--- config.mk ---
export PLATFORM = sky130hd
export DESIGN_NAME = uart_tx_fifo
export DESIGN_NICKNAME = d
export VERILOG_FILES = /design/src/rtl/uart_tx_fifo.sv
export SDC_FILE = /design/constraint.sdc
export NUM_CORES = 1
export LEC_CHECK = 0
export BUFFER_PORTS_ARGS = -buffer_cell sky130_fd_sc_hd__buf_2
export CELL_PAD_IN_SITES_DETAIL_PLACEMENT = 1
export CELL_PAD_IN_SITES_GLOBAL_PLACEMENT = 1
export CORE_UTILIZATION = 33
export DETAILED_ROUTE_END_ITERATION = 12
export GPL_TIMING_DRIVEN = 0
export PLACE_DENSITY_LB_ADDON = 0.1
export SETUP_SLACK_MARGIN = 0.15
export SYNTH_ARGS = -nofsm -noshare
export SYNTH_HDL_FRONTEND = slang
export SYNTH_SLANG_ARGS = --single-unit
--- constraint.sdc ---
create_clock -name osc_clk -period 3.5 [get_ports osc_clk]
set_input_delay 0.35 -clock osc_clk [delete_from_list [all_inputs] [get_ports osc_clk]]
set_output_delay 0.35 -clock osc_clk [all_outputs]
set_load 0.005 [all_outputs]
--- src/rtl/uart_tx_fifo.sv ---
`timescale 1ns/1ps
// uart_tx_fifo
// UART transmitter (8N1, LSB first) fed by a small byte FIFO so that several
// queued bytes leave back-to-back with no idle gap between frames.
//
// Parameters:
//   CLKS_PER_BIT  osc_clk cycles per serial bit (>= 2, <= 65535)
//   FIFO_AW       FIFO address width, depth = 2**FIFO_AW
//
// Ports:
//   osc_clk       system clock, rising edge
//   i_Reset       synchronous active-high reset
//   i_Tx_DV       write strobe, one byte per cycle
//   i_Tx_Byte     byte to queue
//   o_Tx_Ready    FIFO not full
//   o_Tx_Serial   registered serial line, idle high
//   o_Tx_Active   high from start bit through stop bit
//   o_Tx_Done     one-cycle pulse on the last cycle of each stop bit
//   o_Overflow    one-cycle pulse after a write was dropped on a full FIFO
//   o_Fifo_Count  bytes waiting in the FIFO (excludes the byte being sent)
module uart_tx_fifo #(
  parameter int CLKS_PER_BIT = 1155,
  parameter int FIFO_AW      = 4
) (
  input  logic               osc_clk,
  input  logic               i_Reset,
  input  logic               i_Tx_DV,
  input  logic [7:0]         i_Tx_Byte,
  output logic               o_Tx_Ready,
  output logic               o_Tx_Serial,
  output logic               o_Tx_Active,
  output logic               o_Tx_Done,
  output logic               o_Overflow,
  output logic [FIFO_AW:0]   o_Fifo_Count
);

  localparam int                DEPTH     = 2 ** FIFO_AW;
  localparam logic [FIFO_AW:0]  DEPTH_CNT = (FIFO_AW + 1)'(DEPTH);
  localparam logic [15:0]       LAST_CNT  = 16'(CLKS_PER_BIT - 1);

  typedef enum logic [1:0] {
    IDLE,
    START_BIT,
    DATA_BITS,
    STOP_BIT
  } state_t;

  state_t              state;
  state_t              state_next;
  logic [15:0]         clk_cnt;
  logic [15:0]         clk_cnt_next;
  logic [2:0]          bit_idx;
  logic [2:0]          bit_idx_next;
  logic [2:0]          idx_inc;
  logic [7:0]          shift_reg;
  logic [7:0]          shift_next;
  logic                serial_next;
  logic                active_next;

  logic [7:0]          fifo_mem [DEPTH];
  logic [FIFO_AW-1:0]  wr_ptr;
  logic [FIFO_AW-1:0]  rd_ptr;
  logic [FIFO_AW:0]    count;
  logic                fifo_full;
  logic                fifo_empty;
  logic                push;
  logic                pop;
  logic                bit_end;

  // Fullness is judged on the count before any pop in the same cycle, so a
  // write that coincides with a pop on a full FIFO is still dropped.
  assign fifo_full    = (count == DEPTH_CNT);
  assign fifo_empty   = (count == '0);
  assign push         = i_Tx_DV && !fifo_full;
  assign bit_end      = (clk_cnt == LAST_CNT);
  assign idx_inc      = bit_idx + 3'd1;

  assign o_Tx_Ready   = !fifo_full;
  assign o_Fifo_Count = count;
  assign o_Tx_Done    = (state == STOP_BIT) && bit_end;

  // Next-state logic. The serial line value for the coming cycle is decided
  // here and registered, so o_Tx_Serial changes exactly on the bit boundary.
  always_comb begin
    state_next   = state;
    clk_cnt_next = clk_cnt + 16'd1;
    bit_idx_next = bit_idx;
    shift_next   = shift_reg;
    serial_next  = o_Tx_Serial;
    active_next  = o_Tx_Active;
    pop          = 1'b0;

    case (state)
      IDLE: begin
        clk_cnt_next = '0;
        serial_next  = 1'b1;
        active_next  = 1'b0;
        if (!fifo_empty) begin
          pop         = 1'b1;
          shift_next  = fifo_mem[rd_ptr];
          state_next  = START_BIT;
          serial_next = 1'b0;
          active_next = 1'b1;
        end
      end

      START_BIT: begin
        if (bit_end) begin
          clk_cnt_next = '0;
          bit_idx_next = 3'd0;
          state_next   = DATA_BITS;
          serial_next  = shift_reg[0];
        end
      end

      DATA_BITS: begin
        if (bit_end) begin
          clk_cnt_next = '0;
          if (bit_idx == 3'd7) begin
            state_next  = STOP_BIT;
            serial_next = 1'b1;
          end else begin
            bit_idx_next = idx_inc;
            serial_next  = shift_reg[idx_inc];
          end
        end
      end

      STOP_BIT: begin
        if (bit_end) begin
          clk_cnt_next = '0;
          // Chain straight into the next start bit when more data waits.
          if (!fifo_empty) begin
            pop         = 1'b1;
            shift_next  = fifo_mem[rd_ptr];
            state_next  = START_BIT;
            serial_next = 1'b0;
          end else begin
            state_next  = IDLE;
            serial_next = 1'b1;
            active_next = 1'b0;
          end
        end
      end

      default: begin
        state_next   = IDLE;
        clk_cnt_next = '0;
        serial_next  = 1'b1;
        active_next  = 1'b0;
      end
    endcase
  end

  // Transmitter state register; reset aborts any frame in progress.
  always_ff @(posedge osc_clk) begin
    if (i_Reset) begin
      state       <= IDLE;
      clk_cnt     <= '0;
      bit_idx     <= '0;
      shift_reg   <= '0;
      o_Tx_Serial <= 1'b1;
      o_Tx_Active <= 1'b0;
    end else begin
      state       <= state_next;
      clk_cnt     <= clk_cnt_next;
      bit_idx     <= bit_idx_next;
      shift_reg   <= shift_next;
      o_Tx_Serial <= serial_next;
      o_Tx_Active <= active_next;
    end
  end

  // FIFO storage; contents need no reset because the pointers define validity.
  always_ff @(posedge osc_clk) begin
    if (push) begin
      fifo_mem[wr_ptr] <= i_Tx_Byte;
    end
  end

  // FIFO pointers, occupancy and overflow flag.
  always_ff @(posedge osc_clk) begin
    if (i_Reset) begin
      wr_ptr     <= '0;
      rd_ptr     <= '0;
      count      <= '0;
      o_Overflow <= 1'b0;
    end else begin
      o_Overflow <= i_Tx_DV && fifo_full;
      if (push) begin
        wr_ptr <= wr_ptr + 1'b1;
      end
      if (pop) begin
        rd_ptr <= rd_ptr + 1'b1;
      end
      case ({push, pop})
        2'b10:   count <= count + 1'b1;
        2'b01:   count <= count - 1'b1;
        default: count <= count;
      endcase
    end
  end

endmodule
==> impl_metrics.ini <==
[route]
drc = 0
routed-via-count = 4033
wirelength_um = 16630
wire_per_inst_um = 20.48
ant_nets = 0
drtIter0Drc = 196
firstDrtPassIters = 4
viasPerCell = 4.967

[clock_network]
clockRootBuffer = clkbuf_16
cts_tree = done
htreeDepth = 4
clock_latency_ns = 0.43
cts_sinks = 177
max-clock-path-buffers = 2
clkSlewWorstSetupHoldPaths_ns = 0.07
cts_buffers = 17

[floorplan]
fp.coreArea_mm2 = 0.02182
die_h_um = 151.4
die_width_um = 151.4
num_io_pins = 21
num_rows = 54
die_area_mm2 = 0.02291
start_util_pct = 33.73

[pwr]
power-per-cell-area_mw_per_mm2 = 706.0
power_leakage_nw = 2.805
power.total_mw = 5.974
peakVddDrop_uv = 293.4

[synth]
synthCells = 478
synth.distinct_cells = 57
ys_seq_elements = 177
yosys_warnings = 0
yosysSeqAreaShare_pct = 65.54
avgSynthCellArea_um2 = 15.40
synth_edf_count = 128
synth_async_sr_flop_share_pct = 0
syn_area_mm2 = 0.007361
synth_nets = 506
synthFlopType = edfxtp_1

[sta]
hold_viol = 0
rsz0062_at_grt = false
worst_pin_slew_ns = 1.365
setup_viol = 0
fin_skew_ns = 0.01792
max_slew_margin_pct = 8.269
fmax_ghz = 0.3173
period_share_pct = 90.06
finalMaxSlewViolations = 0
period_needed_ns = 3.152
timing.setup.tns_ns = 0

[setup_path]
cp-end-kind = flop
critical_path.max_stage_delay_ns = 0.54
crit_required_ns = 3.86
path_buf_inv = 2
crit_chain = buf_4, or4_4, nor2_4, or2_2, or2_4, inv_2, ha_2, xor2_1, ha_1, a31o_2, a41oi_1, xnor2_1, or3_1, a21oi_1
crit_type = reg -> reg
cp_top_family = simple AND/OR/NAND/NOR gates
worst_setup_path_start_kind = flop
critPathArrivalTime_ns = 3.51
reg2reg_slack_ns = 0.35
cp_slowest_cell = or4_4
worstPathMaxFanout = 10

[place]
gp_congestion = 0.7475
portBuffers = 20
place_area_mm2 = 0.007819
dp_hpwl_um = 11350

[final_layout]
final_cell_mix = edfxtp_1 (128), nor2_1 (54), dfxtp_1 (47)
multi_input_area_mm2 = 0.002402
seq_area_mm2 = 0.004827
syn_to_final_growth_pct = 14.96
fin_area_mm2 = 0.008462
fin_nets = 547
diodes = 0
drive_gt1_share_pct = 23.68
final_common_cell = edfxtp_1
fillers = 2240
final_core_util_pct = 38.77
largest_register_ffs = 128

[global_route]
first_global_vias = 4349
grt_max_degree = 20
antenna_found_initial = 0
grtUsageTotal_pct = 16.00
grt_pass1_wl_um = 25790
grt_remaining_overflow = 0

[flow_run]
cap_viol_max_count = 0

[run_status]
status = completed

[min_path]
hold_class = in -> reg
-- worst paths after layout --
kind / endpoint / cells past startpoint / from
worst min-delay path: o_Overflow / 2 / i_Tx_DV
worst max-delay path: o_Fifo_Count[2] / 14 / o_Fifo_Count[1]
worst max register to register: o_Fifo_Count[2] / 14 / o_Fifo_Count[1]
worst min register to register: shift_reg[2] / 1 / shift_reg[2]
-- power breakdown --
group / internal, mW / switching (mW) / total (mW)
Sequential: 2.40 / 0.104 / 2.51
Clock: 1.03 / 0.914 / 1.94
Combinational: 0.679 / 0.842 / 1.52
Total: 4.11 / 1.86 / 5.97
-- logic make-up after synthesis --
logic type / count (synthesis) / share of synthesized area [%]
DFF: 177 / 65.54
and+or+nand+nor: 134 / 9.366
muxes: 47 / 13.55
AOI/OAI and AO/OA: 41 / 3.842
buffers and inverters: 40 / 2.193
xor gates and xnor gates: 22 / 2.618
adders and majority gates: 17 / 2.890
-- synth_stat cells (2+ instances only) --
cell type / count / area [µm²]
nor4_1: 5 / 31.28
nor3b_1: 2 / 15.01
xor2_1: 11 / 96.34
o2bb2ai_1: 8 / 70.07
edfxtp_1: 128 / 3844
inv_1: 17 / 63.81
o31a_1: 3 / 26.28
nand4_1: 4 / 25.02
buf_1: 4 / 15.01
xnor2_1: 11 / 96.34
ha_1: 17 / 212.7
mux4_2: 42 / 945.9
nor3_1: 11 / 55.05
dfxtp_1: 49 / 980.9
and3_1: 6 / 37.54
a31oi_1: 2 / 12.51
or3_1: 2 / 12.51
nor2b_1: 7 / 43.79
nand2_1: 14 / 52.55
buf_2: 6 / 30.03
nand3_1: 6 / 30.03
and3_2: 2 / 15.01
nand2b_1: 4 / 25.02
nor2_2: 2 / 12.51
clkbuf_1: 11 / 41.29
nor2_1: 54 / 202.7
mux2i_1: 4 / 40.04
a21oi_1: 10 / 50.05
o21ai_0: 8 / 40.04
-- repair_timing --
item,4_1_cts,5_1_grt
gates resized for setup,2,7
hold buffers,0,0
pin swaps,0,1
setup endpoints to repair,3,2
buffers inserted,0,1
-- cell type report --
class	instances	area share [%]
flip-flops and latches	177	57.05
repair buffers	22	1.360
plain buffers	22	1.109
well taps	280	4.140
clock inverters	15	2.129
clock buffers	17	5.027
inverters	18	0.7985
multi-input cells	261	28.39
-- layer usage --
| layer | routed length (µm) | vias up | track usage [%] | share of wire, % |
|---|---|---|---|---|
| met5 | 0 | - | 0 | 0 |
| met4 | 249 | 0 | 5.350 | 1.5 |
| met3 | 553 | 12 | 3.404 | 3.3 |
| met2 | 8528 | 58 | 27.92 | 51 |
| met1 | 7296 | 2056 | 19.52 | 44 |
| li1 | - | 1907 | - | - |
-- per-stage QoR --
step	std cells	setup WS (ns)	hold WS, ns
3_3_place_gp	778	-0.01212	0.4449
4_1_cts	811	0.1548	0.1975
2_1_floorplan	478	0.4737	0.4271
5_1_grt	812	0.1491	0.2021
6_report	812	0.3479	0.2243
3_5_place_dp	779	0.002622	0.4446
Power figures use the tool's default switching activity.
